### src/rtl/signal_pattern_decoder_if.sv
// Lamp-pattern decoder bus: sample strobe and lamp word in, decoded mode and
// status out. The decoder sits on the slave side; the stimulus source is the master.
interface signal_pattern_decoder_if #(
    parameter int unsigned CW = 4
);
    logic          tick;
    logic [9:0]    LEDR;
    logic [1:0]    mode;
    logic          mode_valid;
    logic          seq_error;
    logic [CW-1:0] cycles;

    // Stimulus source: drives samples, observes the decode result.
    modport master (
        output tick,
        output LEDR,
        input  mode,
        input  mode_valid,
        input  seq_error,
        input  cycles
    );

    // Decoder: consumes samples, produces the registered decode result.
    modport slave (
        input  tick,
        input  LEDR,
        output mode,
        output mode_valid,
        output seq_error,
        output cycles
    );
endinterface

### src/rtl/signal_pattern_decoder.sv
// Turn-signal / hazard lamp pattern decoder.
// Watches the left (LEDR[9:7]) and right (LEDR[2:0]) lamp groups on each tick,
// locks onto a left, right or hazard blink sequence, counts completed blink
// cycles and flags samples that break the sequence.
module signal_pattern_decoder #(
    parameter int unsigned CW = 4
) (
    input logic                      clock,
    input logic                      reset,
    signal_pattern_decoder_if.slave  bus
);

    // State encoding doubles as the mode output code.
    typedef enum logic [1:0] {
        StIdle   = 2'b00,
        StLeft   = 2'b01,
        StRight  = 2'b10,
        StHazard = 2'b11
    } state_e;

    localparam logic [CW-1:0] CyclesMax = {CW{1'b1}};
    localparam logic [CW-1:0] CyclesOne = {{(CW-1){1'b0}}, 1'b1};
    localparam logic [1:0]    MatchMax  = 2'd3;

    // Left group fills outward from bit 9, right group outward from bit 0.
    function automatic logic [2:0] left_pat(input logic [1:0] phase);
        logic [2:0] pat;
        unique case (phase)
            2'd0: pat = 3'b000;
            2'd1: pat = 3'b100;
            2'd2: pat = 3'b110;
            2'd3: pat = 3'b111;
            default: pat = 3'b000;
        endcase
        return pat;
    endfunction

    function automatic logic [2:0] right_pat(input logic [1:0] phase);
        logic [2:0] pat;
        unique case (phase)
            2'd0: pat = 3'b000;
            2'd1: pat = 3'b001;
            2'd2: pat = 3'b011;
            2'd3: pat = 3'b111;
            default: pat = 3'b000;
        endcase
        return pat;
    endfunction

    logic [2:0] l_grp;
    logic [2:0] r_grp;
    logic       unused_ledr;

    assign l_grp       = bus.LEDR[9:7];
    assign r_grp       = bus.LEDR[2:0];
    assign unused_ledr = ^bus.LEDR[6:3];

    state_e        state_q, state_d;
    logic [1:0]    p_q, p_d;
    logic [1:0]    m_q, m_d;
    logic [CW-1:0] cycles_q, cycles_d;
    logic          seq_error_q, seq_error_d;
    logic          mode_valid_q, mode_valid_d;
    logic [1:0]    mode_q;

    logic [2:0]    exp_l;
    logic [2:0]    exp_r;
    logic          is_dark;
    logic          is_match;

    // Pattern expected on the next tick for the sequence currently tracked.
    // Hazard uses p[0]: 1 = lamps on (expect dark next), 0 = dark (expect on next).
    always_comb begin
        exp_l = 3'b000;
        exp_r = 3'b000;
        unique case (state_q)
            StLeft:   exp_l = left_pat(p_q + 2'd1);
            StRight:  exp_r = right_pat(p_q + 2'd1);
            StHazard: begin
                if (!p_q[0]) begin
                    exp_l = 3'b111;
                    exp_r = 3'b111;
                end
            end
            default: begin
                exp_l = 3'b000;
                exp_r = 3'b000;
            end
        endcase
    end

    // Classify the current sample against the expected pattern.
    always_comb begin
        is_dark  = (l_grp == 3'b000) && (r_grp == 3'b000);
        is_match = (l_grp == exp_l) && (r_grp == exp_r);
    end

    // Next-state decode; everything holds on non-tick edges except the error pulse.
    always_comb begin
        state_d     = state_q;
        p_d         = p_q;
        m_d         = m_q;
        cycles_d    = cycles_q;
        seq_error_d = 1'b0;

        if (bus.tick) begin
            if (state_q == StIdle) begin
                if (l_grp == 3'b000 && r_grp == 3'b001) begin
                    state_d = StRight;
                    p_d     = 2'd1;
                    m_d     = 2'd0;
                end else if (l_grp == 3'b100 && r_grp == 3'b000) begin
                    state_d = StLeft;
                    p_d     = 2'd1;
                    m_d     = 2'd0;
                end else if (l_grp == 3'b111 && r_grp == 3'b111) begin
                    state_d = StHazard;
                    p_d     = 2'd1;
                    m_d     = 2'd0;
                end else if (!is_dark) begin
                    seq_error_d = 1'b1;
                end
                cycles_d = '0;
            end else if (is_match) begin
                if (state_q == StHazard) begin
                    p_d = {1'b0, ~p_q[0]};
                end else begin
                    p_d = p_q + 2'd1;
                end
                if (m_q != MatchMax) begin
                    m_d = m_q + 2'd1;
                end
                // A matched all-dark sample closes one blink cycle.
                if (is_dark && cycles_q != CyclesMax) begin
                    cycles_d = cycles_q + CyclesOne;
                end
            end else begin
                // Unexpected dark is a cancel; anything else is a broken sequence.
                // Either way the sample is consumed here, not re-decoded as an entry.
                state_d     = StIdle;
                p_d         = 2'd0;
                m_d         = 2'd0;
                cycles_d    = '0;
                seq_error_d = !is_dark;
            end
        end

        mode_valid_d = (state_d != StIdle) && (m_d >= 2'd2);
    end

    // State and registered outputs; synchronous reset wins over a tick.
    always_ff @(posedge clock) begin
        if (reset) begin
            state_q      <= StIdle;
            p_q          <= 2'd0;
            m_q          <= 2'd0;
            cycles_q     <= '0;
            seq_error_q  <= 1'b0;
            mode_valid_q <= 1'b0;
            mode_q       <= 2'b00;
        end else begin
            state_q      <= state_d;
            p_q          <= p_d;
            m_q          <= m_d;
            cycles_q     <= cycles_d;
            seq_error_q  <= seq_error_d;
            mode_valid_q <= mode_valid_d;
            mode_q       <= state_d;
        end
    end

    assign bus.mode       = mode_q;
    assign bus.mode_valid = mode_valid_q;
    assign bus.seq_error  = seq_error_q;
    assign bus.cycles     = cycles_q;

endmodule

### src/flat_wrapper.sv
// flat-port wrapper written by rule: the top's interface ports become plain ports
module signal_pattern_decoder_flat 
#(
    parameter int unsigned CW = 4
)
  (clock, reset, bus_tick, bus_LEDR, bus_mode, bus_mode_valid, bus_seq_error, bus_cycles);
  signal_pattern_decoder_if #(.CW(CW)) bus_i ();
  input logic clock;
  input logic reset;
  input wire logic [$bits(bus_i.tick)-1:0] bus_tick;
  input wire logic [$bits(bus_i.LEDR)-1:0] bus_LEDR;
  output wire logic [$bits(bus_i.mode)-1:0] bus_mode;
  output wire logic [$bits(bus_i.mode_valid)-1:0] bus_mode_valid;
  output wire logic [$bits(bus_i.seq_error)-1:0] bus_seq_error;
  output wire logic [$bits(bus_i.cycles)-1:0] bus_cycles;
  assign bus_i.tick = bus_tick;
  assign bus_i.LEDR = bus_LEDR;
  assign bus_mode = bus_i.mode;
  assign bus_mode_valid = bus_i.mode_valid;
  assign bus_seq_error = bus_i.seq_error;
  assign bus_cycles = bus_i.cycles;
  signal_pattern_decoder #(.CW(CW)) u_core (.clock(clock), .reset(reset), .bus(bus_i));
endmodule
### config.mk
export PLATFORM = sky130hd
export DESIGN_NAME = signal_pattern_decoder_flat
export DESIGN_NICKNAME = d
export VERILOG_FILES = /design/src/rtl/signal_pattern_decoder_if.sv /design/src/rtl/signal_pattern_decoder.sv /design/src/flat_wrapper.sv
export SDC_FILE = /design/constraint.sdc
export NUM_CORES = 1
export LEC_CHECK = 0
export ABC_AREA = 1
export CORE_AREA = 10 10 68 70
export DETAILED_ROUTE_END_ITERATION = 10
export DIE_AREA = 0 0 78 80
export DONT_BUFFER_PORTS = 1
export SETUP_SLACK_MARGIN = 0.2
export SYNTH_ARGS = -nofsm -noshare
export SYNTH_HDL_FRONTEND = slang
export SYNTH_SLANG_ARGS = --single-unit
### constraint.sdc
create_clock -name clock -period 1.72 [get_ports clock]
set_input_delay 0.258 -clock clock [delete_from_list [all_inputs] [get_ports clock]]
set_output_delay 0.258 -clock clock [all_outputs]
set_load 0.01 [all_outputs]
==> impl_metrics.json <==
{
  "start_kind": "register",
  "worstSkewPairLatency_ns": 0.26,
  "cpMostUsedCell": "nand2_1",
  "synth_cell_types": 21,
  "crit_buf_inv": 3,
  "grt_usage": 0.08040,
  "path_cells": "inv_4 -> ha_4 -> inv_2 -> nand3_2 -> nand2_1 -> nand2_1 -> nand2_1 -> nor2_2 -> nand3_2 -> nor2_4 -> buf_4 -> nand3b_1 -> a21oi_1",
  "wl_per_cell_um": 10.89,
  "fp.dieW_um": 78,
  "grt_first_pass_wirelength_mm": 4.153,
  "synth.avg_cell_area_um2": 5.844,
  "combPwrFrac": 0.162,
  "dieArea_um2": 6240,
  "cp_slowest_cell": "dfxtp_4",
  "setup.worst_path.end_class": "register",
  "dr_total_vias": 994,
  "finalCritPeriodShare": 1.065,
  "cts.clk_slew.worst_paths_ns": 0.08,
  "setup_viol": 10,
  "cts_tree": "yes",
  "fmax_ghz": 0.5457,
  "wl_mm": 2.428,
  "cts.htree.levels": 1,
  "drtPass1Iterations": 4,
  "crit_arrival_ns": 2.04,
  "min_period_ns": 1.833,
  "p_int_w": 0.0004035,
  "ys_ff_latch": 12,
  "slew_viol_final": 0,
  "crit_type": "reg -> reg",
  "start_util": 0.2918,
  "hp-class": "in -> reg",
  "grt_overflow_total": 0,
  "synth.net_count": 180,
  "p_leak_nw": 0.6041,
  "dpl-instance-area_um2": 1049,
  "seq_area_frac_synth": 0.2507,
  "ys_warn_count": 0,
  "coreArea_um2": 3284,
  "ios": 21,
  "switching_share": 0.2840,
  "cts-root-buf": "clkbuf_4",
  "hpwlAfterDp_mm": 1.858,
  "syn-instance-count": 164,
  "p_sw_w": 0.0001601,
  "fillers": 367,
  "clk_path_buf_depth": 2,
  "drc": 0,
  "power_density_nw_per_um2": 476.2,
  "peakVddDrop_uv": 312.1,
  "grt_pass1_vias": 960,
  "worst_slew_pin_slew_ns": 0.2565,
  "clock_sinks": 12,
  "drive_above_1_share": 0.2542,
  "netlist_area_um2": 958.4,
  "crit_fanout": 7,
  "viasPerCell": 4.457,
  "grt_max_degree": 13,
  "holdWs_ns": 0.03515,
  "antenna_found_initial": 0,
  "power.clock.fraction": 0.314,
  "fin_nets": 195,
  "finClkSkew_ns": 0.0008442,
  "cp_top_family": "simple AND/OR/NAND/NOR gates",
  "antennaDiodeCount": 0,
  "ant_nets": 0,
  "final_hold_viol_count": 0,
  "slowest_delay_ns": 0.38,
  "syn_to_final_growth_pct": 23.50,
  "violations": "negative setup slack",
  "drv_cap": 0,
  "drt_iter0_drc": 40,
  "gp_congestion": 0.7770,
  "cts_hold_buf": 0,
  "cp.required_ns": 1.92,
  "p_seq_frac": 0.524,
  "relSlewSlack": 0.8288,
  "rsz0062_at_grt": "true",
  "rows": 21,
  "final_util": 0.3604,
  "io_buffer_count": 0,
  "cts_inserted_buffers": 3,
  "final_area_um2": 1184,
  "die_h_um": 80,
  "status": "complete, but fails checks",
  "finalWorstSetupSlack_ns": -0.1126
}
[layer usage]
metal | up-vias | wire length, um | global-route usage
met4 | 0 | 16 | 0.02688
li1 | 537 | - | -
met5 | - | 0 | 0
met1 | 440 | 1178 | 0.09815
met3 | 2 | 163 | 0.02477
met2 | 15 | 1070 | 0.1310
[per-stage QoR]
step	std cells	setup slack [ns]	TNS, ns	power, W
2_1_floorplan	164	0.1308	0	0.0003661
3_3_place_gp	212	-0.07710	-0.4152	0.0003788
3_5_place_dp	212	-0.08268	-0.5503	0.0003795
4_1_cts	219	-0.04205	-0.2492	0.0005614
5_1_grt	223	-0.2644	-2.184	0.0005976
6_report	223	-0.1126	-0.5428	0.0005636
[registers in the layout (all words and copies together), names as in the netlist]
signal	cells
u_core.bus.seq_error	1
u_core.m_q	2
u_core.p_q	2
u_core.bus.cycles	4
u_core.bus.mode_valid	1
u_core.state_q	2
[kinds of logic after synthesis]
logic type                 Yosys count  synth area share
DFF                                 12            0.2507
adders and majority gates            3           0.03917
xor gates and xnor gates             1          0.009140
AOI/OAI and AO/OA                   14           0.07572
buffers and inverters               29            0.1332
and+or+nand+nor                    105            0.4922
[cells in the final DEF (no fill, tap or decap)]
cell,Yosys,final
nand2_2,3,7
o21ai_0,4,3
nand3_1,18,16
dfxtp_2,0,2
nor2_1,18,16
a21oi_2,0,3
nand4_1,3,3
dfxtp_4,0,1
nor3_1,1,1
o21ai_2,0,1
o21a_1,1,1
inv_2,0,2
dfxtp_1,12,9
clkbuf_4,0,3
buf_6,2,2
buf_4,1,12
nor2_4,1,2
nand2_1,55,51
ha_1,3,2
nand3b_1,1,1
inv_4,0,1
nor2_2,3,4
nand3_2,1,3
nand3_4,1,1
inv_1,25,22
ha_4,0,1
xor2_1,1,1
a21oi_1,9,6
[path summary, 6_finish.rpt]
check,to,cells past startpoint,slack (ns),startpoint
setup / recovery,u_core.p_q[1]$_SDFFE_PP0P_,13,-0.11,u_core.p_q[0]$_SDFFE_PP0P_
hold / removal,u_core.state_q[1]$_SDFF_PP0_,1,0.04,reset
setup reg to reg,u_core.p_q[1]$_SDFFE_PP0P_,13,-0.11,u_core.p_q[0]$_SDFFE_PP0P_
hold reg to reg,u_core.m_q[0]$_SDFF_PP0_,2,0.53,u_core.m_q[1]$_SDFF_PP0_
[synth_stat cells]
cell type  instances  share of area
nand4_1            3          0.020
nand2_2            3          0.020
dfxtp_1           12           0.25
nor3_1             1         0.0052
clkbuf_1           1         0.0039
nor2_1            18          0.070
buf_6              2          0.023
nor2_4             1          0.012
xor2_1             1         0.0091
nand2_1           55           0.22
buf_4              1         0.0078
nand3b_1           1         0.0078
nand3_1           18          0.094
nand3_2            1          0.010
a21oi_1            9          0.047
nand3_4            1          0.018
inv_1             25          0.098
o21ai_0            4          0.021
o21a_1             1         0.0078
ha_1               3          0.039
nor2_2             3          0.020
[power groups by stage]
stage / logic [W] / clock network (W) / registers, W
after floorplan: 0.0000664 / 0 / 0.000300
after global placement: 0.0000765 / 0 / 0.000302
after detailed placement: 0.0000769 / 0 / 0.000303
after CTS: 0.0000822 / 0.000184 / 0.000295
after global routing: 0.000108 / 0.000193 / 0.000297
final: 0.0000912 / 0.000177 / 0.000295
[layout make-up]
class                           instances  area, um^2  area share
Sequential cell                        12       246.5      0.2082
Tap cell                               46       57.56     0.04863
Multi-Input combinational cell        123       648.1      0.5476
Clock buffer                            3       22.52     0.01903
Inverter                               25       96.34     0.08140
Timing Repair Buffer                   14       112.6     0.09514
[repair_timing]
item | 4_1_cts | 5_1_grt
setup buffers | 4 | 4
setup endpoints to repair | 12 | 12
resized for setup | 2 | 17
endpoints found under the hold margin | 0 | 0
pin swaps | 7 | 7
gates cloned | 0 | 0
Power figures use the tool's default switching activity.
